<file path="src/rtl/mem_stage_ctrl.sv">
// MEM-stage sequencer: drives the req/gnt/rvalid data bus, lanes and load extension.
// Define MEM_MISALIGN_TRAP_EN to trap misaligned H/W accesses instead of issuing them.
module mem_stage_ctrl #(
    parameter int unsigned TIMEOUT_CYCLES = 64,
    parameter int unsigned TO_W           = 8
) (
    input  logic        clk,
    input  logic        rstn,
    input  logic        mem_rd_i,
    input  logic        mem_wr_i,
    input  logic [2:0]  mem_op_i,
    input  logic [31:0] addr_i,
    input  logic [31:0] wdata_i,
    output logic        dbus_req_o,
    output logic        dbus_we_o,
    output logic [31:0] dbus_addr_o,
    output logic [3:0]  dbus_be_o,
    output logic [31:0] dbus_wdata_o,
    input  logic        dbus_gnt_i,
    input  logic        dbus_rvalid_i,
    input  logic [31:0] dbus_rdata_i,
    output logic        stall_o,
    output logic [31:0] load_data_o,
    output logic        load_valid_o,
    output logic        bus_err_o,
    output logic        misalign_o
);

    typedef enum logic [1:0] {
        S_IDLE,
        S_REQ,
        S_WAIT,
        S_DONE
    } state_t;

    localparam bit TO_EN = (TIMEOUT_CYCLES != 0);

    state_t          r_state;
    logic [TO_W-1:0] r_cnt;
    logic            r_load;
    logic [2:0]      r_op;
    logic [1:0]      r_off;
    logic            r_req;
    logic            r_we;
    logic [31:0]     r_addr;
    logic [3:0]      r_be;
    logic [31:0]     r_wdata;
    logic [31:0]     r_ld;
    logic            r_lv;
    logic            r_err;

    logic            w_b;
    logic            w_h;
    logic            w_req;
    logic            w_to;
    logic [1:0]      w_off;
    logic [3:0]      w_be;
    logic [31:0]     w_wd;
    logic [31:0]     w_sh;
    logic [31:0]     w_ext;

    assign w_b   = (mem_op_i[1:0] == 2'b00);
    assign w_h   = (mem_op_i[1:0] == 2'b01);
    assign w_req = mem_rd_i | mem_wr_i;
    assign w_to  = TO_EN && (r_cnt == TO_W'(TIMEOUT_CYCLES - 1));

    // H and W ignore the low address bits they cannot honour
    always_comb begin
        w_off = 2'b00;
        w_be  = 4'b1111;
        w_wd  = wdata_i;
        unique case (1'b1)
            w_b: begin
                w_off = addr_i[1:0];
                w_be  = 4'b0001 << w_off;
                w_wd  = {4{wdata_i[7:0]}};
            end
            w_h: begin
                w_off = {addr_i[1], 1'b0};
                w_be  = 4'b0011 << w_off;
                w_wd  = {2{wdata_i[15:0]}};
            end
            default: begin
                w_off = 2'b00;
                w_be  = 4'b1111;
                w_wd  = wdata_i;
            end
        endcase
    end

    always_comb begin
        w_sh  = dbus_rdata_i >> {r_off, 3'b000};
        w_ext = w_sh;
        unique case (1'b1)
            r_op[1:0] == 2'b00:
                w_ext = {{24{~r_op[2] & w_sh[7]}}, w_sh[7:0]};
            r_op[1:0] == 2'b01:
                w_ext = {{16{~r_op[2] & w_sh[15]}}, w_sh[15:0]};
            default:
                w_ext = w_sh;
        endcase
    end

`ifdef MEM_MISALIGN_TRAP_EN
    logic w_misal;
    logic r_mis;

    assign w_misal = (w_h & addr_i[0])
                   | (~w_b & ~w_h & (|addr_i[1:0]));
    assign misalign_o = r_mis;
`else
    assign misalign_o = 1'b0;
`endif

    always_ff @(posedge clk or negedge rstn) begin
        if (!rstn) begin
            r_state <= S_IDLE;
            r_cnt   <= '0;
            r_load  <= 1'b0;
            r_op    <= 3'b000;
            r_off   <= 2'b00;
            r_req   <= 1'b0;
            r_we    <= 1'b0;
            r_addr  <= '0;
            r_be    <= '0;
            r_wdata <= '0;
            r_ld    <= '0;
            r_lv    <= 1'b0;
            r_err   <= 1'b0;
`ifdef MEM_MISALIGN_TRAP_EN
            r_mis   <= 1'b0;
`endif
        end else begin
            r_lv  <= 1'b0;
            r_err <= 1'b0;
`ifdef MEM_MISALIGN_TRAP_EN
            r_mis <= 1'b0;
`endif
            unique case (r_state)
                S_IDLE: begin
                    if (w_req) begin
`ifdef MEM_MISALIGN_TRAP_EN
                        if (w_misal) begin
                            r_state <= S_DONE;
                            r_mis   <= 1'b1;
                            if (mem_rd_i) begin
                                r_lv <= 1'b1;
                                r_ld <= '0;
                            end
                        end else
`endif
                        begin
                            r_state <= S_REQ;
                            r_cnt   <= '0;
                            r_req   <= 1'b1;
                            r_we    <= ~mem_rd_i;
                            r_load  <= mem_rd_i;
                            r_op    <= mem_op_i;
                            r_off   <= w_off;
                            r_addr  <= {addr_i[31:2], 2'b00};
                            r_be    <= w_be;
                            r_wdata <= w_wd;
                        end
                    end
                end
                S_REQ: begin
                    r_cnt <= r_cnt + TO_W'(1);
                    if (dbus_gnt_i && (!r_load || dbus_rvalid_i)) begin
                        r_req   <= 1'b0;
                        r_state <= S_DONE;
                        if (r_load) begin
                            r_ld <= w_ext;
                            r_lv <= 1'b1;
                        end
                    end else if (w_to) begin
                        r_req   <= 1'b0;
                        r_err   <= 1'b1;
                        r_state <= S_DONE;
                        if (r_load) begin
                            r_ld <= '0;
                            r_lv <= 1'b1;
                        end
                    end else if (dbus_gnt_i) begin
                        r_req   <= 1'b0;
                        r_state <= S_WAIT;
                    end
                end
                S_WAIT: begin
                    r_cnt <= r_cnt + TO_W'(1);
                    if (dbus_rvalid_i) begin
                        r_ld    <= w_ext;
                        r_lv    <= 1'b1;
                        r_state <= S_DONE;
                    end else if (w_to) begin
                        r_err   <= 1'b1;
                        r_ld    <= '0;
                        r_lv    <= 1'b1;
                        r_state <= S_DONE;
                    end
                end
                S_DONE: r_state <= S_IDLE;
                default: r_state <= S_IDLE;
            endcase
        end
    end

    assign stall_o = ((r_state == S_IDLE) && w_req)
                   || (r_state == S_REQ)
                   || (r_state == S_WAIT);

    assign dbus_req_o   = r_req;
    assign dbus_we_o    = r_we;
    assign dbus_addr_o  = r_addr;
    assign dbus_be_o    = r_be;
    assign dbus_wdata_o = r_wdata;
    assign load_data_o  = r_ld;
    assign load_valid_o = r_lv;
    assign bus_err_o    = r_err;

endmodule

</file>
<file path="config.mk">
export PLATFORM = sky130hd
export DESIGN_NAME = mem_stage_ctrl
export DESIGN_NICKNAME = d
export VERILOG_FILES = /design/src/rtl/mem_stage_ctrl.sv
export SDC_FILE = /design/constraint.sdc
export NUM_CORES = 1
export LEC_CHECK = 0
export CORE_UTILIZATION = 33
export CTS_BUF_LIST = sky130_fd_sc_hd__clkbuf_4 sky130_fd_sc_hd__clkbuf_8
export CTS_CLUSTER_SIZE = 16
export DETAILED_ROUTE_END_ITERATION = 10
export GPL_TIMING_DRIVEN = 0
export PLACE_DENSITY = 0.66
export SLEW_MARGIN = 20
export SYNTH_ARGS = -nofsm -noshare
export SYNTH_HDL_FRONTEND = slang
export SYNTH_SLANG_ARGS = --single-unit
</file>
<file path="constraint.sdc">
create_clock -name clk -period 2 [get_ports clk]
set_input_delay 0.4 -clock clk [delete_from_list [all_inputs] [get_ports clk]]
set_output_delay 0.4 -clock clk [all_outputs]
set_load 0.02 [all_outputs]
</file>
== After elaboration in Yosys (flattened, before gate mapping) ==
Index checks and enable logic that the tools add are counted.

* Eq/ne operators: 12
* Reduce and logical (&&, ||, !) cells: 18
* $add $sub $neg: 1
* Divide/modulo/power cells: 0
* Shift operators: 3
* $lt $le $gt $ge: 0
* $mul: 0
* Bitwise gates (word level): 5
* Mux-type cells: 34

{| class="wikitable"
|+ Operators with widths
! operator !! count
|-
| $mux 32 || 6
|-
| $pmux 32 s2 || 3
|-
| $shr 32x5->32 || 1
|-
| $pmux 8 s2 || 1
|-
| $mux 2 || 6
|-
| $ne 3x3->1 const B || 4
|-
| $mux 1 || 11
|-
| $add 8x1->8 const B || 1
|-
| $eq 8x6->1 const B || 1
|-
| $mux 8 || 1
|-
| $pmux 2 s4 || 1
|-
| $pmux 4 s2 || 1
|-
| $eq 2x1->1 const B || 3
|-
| $logic_not 2->1 || 3
|-
| $pmux 1 s2 || 3
|-
| $reduce_and 3->1 || 2
|-
| $reduce_bool 2->1 || 3
|-
| $reduce_and 5->1 || 1
|-
| $eq 2x2->1 const B || 2
|-
| $ne 4x4->1 const B || 1
|-
| $pmux 2 s2 || 1
|-
| $reduce_and 2->1 || 2
|-
| $shl 1x2->4 const A || 1
|-
| $shl 2x2->4 const A || 1
|-
| other kinds (8) || 13
|}

* Latch bits: 0
* Output and inout port bits: 106
* Register bits: 118
* Input port bits: 105
* Memories kept: 0
* Logic and storage cells: 86
* Bits in writable memories: 0
* Bits in read-only memories: 0

== Depth between registers and ports, before layout ==
* Depth after elaboration: 6
* Depth in mapped cells: 9
* Depth with buffers taken out: 6

== Least setup slack after synthesis ==
Ideal clock, no wire load.

* Path type: reg-to-output
* Start point: reg r_state[0]
* End point: out stall_o
* Arrival: 1769 ps
* Data required time: 1600 ps
* Path buffers: 3
* Cell stages (with the launch flop): 8
* Slack: -169 ps
* Cell sequence: dfrtp_1 inv_1 ha_1 clkbuf_1 o21ai_1 clkbuf_1 clkbuf_1 nand2_1

* Cells in the longest elaborated chain, start to end: 4
* Elaborated cells between the ends (all ways): 6
* Those cells by class: 2 x eq/ne; 4 x reduce/logical

{| class="wikitable"
|+ Ends and longest elaborated chain
! what !! line !! source
|-
| start, declared || 38 || <nowiki>state_t r_state;</nowiki>
|-
| start signal, assigned || 117 || <nowiki>r_state <= S_IDLE;</nowiki>
|-
| start signal, assigned || 153 || <nowiki>r_state <= S_REQ;</nowiki>
|-
| start signal, assigned || 170 || <nowiki>r_state <= S_DONE;</nowiki>
|-
| $logic_not 2->1 || 207 || <nowiki>assign stall_o = ((r_state == S_IDLE) && w_req)</nowiki>
|-
| $logic_and 1x1->1 || 207 ||
|-
| $logic_or 1x1->1 || 208 || <nowiki>|| (r_state == S_REQ)</nowiki>
|-
| $logic_or 1x1->1 (*) || 209 || <nowiki>|| (r_state == S_WAIT);</nowiki>
|-
| end, declared || 22 || <nowiki>output logic stall_o,</nowiki>
|}

Every way passes the cells marked *; elsewhere a longest branch is shown, timed or not.

== Final worst setup path ==
* Start point: reg r_state[1]
* End point: reg r_ld[16] (netlist: load_data_o[16])

* Cells in the longest elaborated chain, start to end: 3
* Elaborated cells between the ends (all ways): 9
* Those cells by class: 6 x eq/ne; 1 x mux; 2 x reduce/logical

{| class="wikitable"
|+ Ends and longest elaborated chain
! what !! line !! source
|-
| $eq 2x1->1 / $eq 2x2->1 (equally long branches) || 139 || <nowiki>unique case (r_state)</nowiki>
|-
| $ne 3x3->1 (no source line) / $reduce_bool 2->1 (equally long branches) || -- ||
|-
| $reduce_and 5->1 (no source line) || -- ||
|-
| end signal, assigned || 172 || <nowiki>r_ld <= w_ext;</nowiki>
|-
| end signal, assigned || 191 || <nowiki>r_ld <= w_ext;</nowiki>
|-
| end, declared || 48 || <nowiki>logic [31:0] r_ld;</nowiki>
|}

Several ways; a longest one is shown, not always the timed one.
A chain may end at the register's enable or synchronous reset.

==> impl_metrics.ini <==
[power_and_ir_drop]
p_leak_uw = 0.00369
p_comb_frac = 0.562
powerDensity_nw_per_um2 = 1650
swShare = 0.403
power.share.clock = 0.144
seq_power_share = 0.294
vdd_drop_max_v = 0.000874
switchingPower_uw = 5900
p_int_uw = 8730

[worst_setup_path]
cpPeakStageDelay_ns = 0.44
end_kind = flip-flop
slowest_stage = a2111o_1
required_ns = 2.36
cp_data_arrival_time_ns = 2.36
path_cells = buf_6, ha_4, o21ba_4, or2_4, buf_8, a2111o_1, a2bb2oi_1
path_max_fanout = 8
critPathKind = flip-flop to flip-flop
crit_path_start_kind = flip-flop
crit_family = compound AO/OA/AOI/OAI gates
crit_buf_inv = 2

[yosys]
synth_seq_cells = 118
syn_area_um2 = 5770
synth_warnings = 0
synth_most_common_cell = dfrtp_1
syn-instance-count = 524
synth_common_cells = dfrtp_1 (118), o21ai_0 (54), mux2_2 (50)
yosys.area.top_type = dfrtp_1
yosys.cell_types.count = 53
synth-seq-area-share = 0.512
synthFlopType = dfrtp_1
synth_edf_count = 0
async_flop_share = 1.00
synth.area.top_cells = dfrtp_1 (51%), mux2_2 (9.8%), mux2i_1 (7.5%)
synth_top_cell_area_share = 0.512
avgSynthCellArea_um2 = 11.0

[clock_network]
cts_max_path_buffers = 2
htreeDepth = 4
cts.reportedPaths.clkPinSlew_ns = 0.07
cts_buffers = 17
clock_sinks = 118
cts_tree = yes
clk_latency_ns = 0.44
cts-root-buf = clkbuf_8

[layout]
register_area_um2 = 2960
areaGrowthSynthToFinish_pct = 53.9
fill_cells = 1526
fin_area_um2 = 8870
final_nets = 876
drive_gt1_frac = 0.199
antenna_cells = 0
multiInputGateArea_um2 = 2750
final_cells = 998

[sta]
finalMaxSlewViolations = 0
finalHoldViolCount = 0
fmax_ghz = 0.500
worst_pin_slew_ns = 1.12
min_period_over_period = 0.999
worst_slack_ns = 0.00125
rsz0062_at_grt = yes
final-setup-viol-count = 0
period_minus_slack_ns = 2.00
max-slew-margin-rel = 0.250
skew_ns = 0.0106

[detailed_routing]
drt_iter0_markers = 278
drt-met1-wl_um = 7370
vias_per_cell = 5.09
met3_length_um = 1350
antenna_left = 0
wire_per_inst_um = 17.8
wirelength_um = 17700
drtPass1Iterations = 5
wl_met2_um = 8750
route.top_layer_used = met4
drcViolationCount = 0
vias = 5082

[floorplanning]
dieWidth_um = 134
die_y_um = 134
io_pins = 211
core_um2 = 16800
num_rows = 47
initial_core_util = 0.343
die_area_um2 = 18000

[place]
dp_slack_ns = -1.38
dp_hpwl_um = 12900
dpl.cell_count = 953
io_buffers = 206
gp_congestion = 0.838
placed_cell_area_um2 = 8150

[grt]
grt_util_all_layers = 0.203
grt_pass1_vias = 5332
overflow = 0
grt_pass1_wl_um = 28200
antenna_found_initial = 0
grt_max_degree = 81

[status]
status = finished, final reports clean

[worst_hold_path]
hold_class = input pin to async pin

[job]
drv_cap = 0
==> through the flow <==
stage,power (µW),util,setup TNS [ns],hold slack [ns]
2_1_floorplan,8580,-,0,0.104
3_3_place_gp,11700,0.483,-537.87,0.460
3_5_place_dp,11900,0.484,-67.76,0.336
4_1_cts,14600,0.523,-0.0891,0.424
5_1_grt,15600,0.528,-0.533,0.447
6_report,14600,0.528,0,0.436
==> timing repair <==
item | in CTS | in global routing
buffers inserted | 12 | 7
pin swaps | 20 | 5
gates cloned | 1 | 0
endpoints found under the setup margin | 115 | 37
hold buffers | 1 | 0
gates resized for setup | 42 | 22
endpoints found under the hold margin | 38 | 0
==> per-layer routing <==
metal	GRT usage	up-vias
met4	0.0637	0
met2	0.339	185
met1	0.246	2486
met3	0.0707	21
li1	-	2390
met5	0	-
==> final timing paths <==
check / start / end / slack (ns) / cells past startpoint
worst min register to register: dbus_wdata_o[11] / dbus_wdata_o[11] / 0.48 / 2
worst min-delay path: rstn / r_state[0] / 0.44 / 2
max in group asynchronous: rstn / load_data_o[4] / 0.83 / 3
worst max-delay path: r_state[1] / load_data_o[16] / 0.001 / 7
min in group clk: dbus_wdata_o[11] / dbus_wdata_o[11] / 0.48 / 2
worst max register to register: r_state[1] / load_data_o[16] / 0.001 / 7
==> state kept, by name (all words and copies together) (netlist names) <==
| signal | flops |
|---|---|
| dbus_req_o | 1 |
| dbus_be_o | 4 |
| r_state | 2 |
| r_op | 3 |
| dbus_addr_o | 30 |
| load_valid_o | 1 |
| dbus_wdata_o | 32 |
| bus_err_o | 1 |
| r_cnt | 8 |
| r_off | 2 |
| dbus_we_o | 1 |
| load_data_o | 32 |
| r_load | 1 |
==> logic make-up after synthesis <==
family,Yosys count,share of synthesized area
mux,94,0.176
other cells,1,0.000650
flops,118,0.512
compound gates,136,0.153
buf+inv,47,0.0369
xor+xnor,7,0.0106
simple gates,116,0.100
fa+ha+maj,5,0.0108
==> power groups by stage <==
stage | Combinational [µW] | Clock, µW | Sequential [µW]
2_1_floorplan | 3160 | 0 | 5420
3_3_place_gp | 7500 | 0 | 4250
3_5_place_dp | 7650 | 0 | 4290
4_1_cts | 8110 | 2170 | 4300
5_1_grt | 8800 | 2300 | 4450
6_report | 8230 | 2110 | 4290
==> area by class of cell <==
| type | instances | share of cell area |
|---|---|---|
| repair buffers | 228 | 0.258 |
| inverters | 6 | 0.00254 |
| multi-input cells | 361 | 0.310 |
| well taps | 220 | 0.0310 |
| clock inverters | 13 | 0.0151 |
| clock buffers | 18 | 0.0272 |
| plain buffers | 34 | 0.0226 |
| flip-flops and latches | 118 | 0.333 |
==> placed cells by master (no fill, tap or decap), drive strengths merged, types with 3 or more instances in the layout <==
| master | count |
|---|---|
| a21oi | 20 |
| nor2b | 9 |
| mux2i | 43 |
| clkinv | 5 |
| clkdlybuf4s50 | 203 |
| or2 | 3 |
| clkinvlp | 6 |
| nand2 | 41 |
| o21ai | 55 |
| xnor2 | 5 |
| ha | 5 |
| nor3 | 11 |
| a211oi | 14 |
| a22oi | 3 |
| inv | 6 |
| a22o | 10 |
| conb | 3 |
| a2bb2oi | 15 |
| mux2 | 50 |
| nor4 | 11 |
| nor2 | 24 |
| clkbuf | 39 |
| o31ai | 9 |
| nand2b | 5 |
| buf | 35 |
| dfrtp | 118 |
Note: power is estimated with default switching activity, not from simulation.
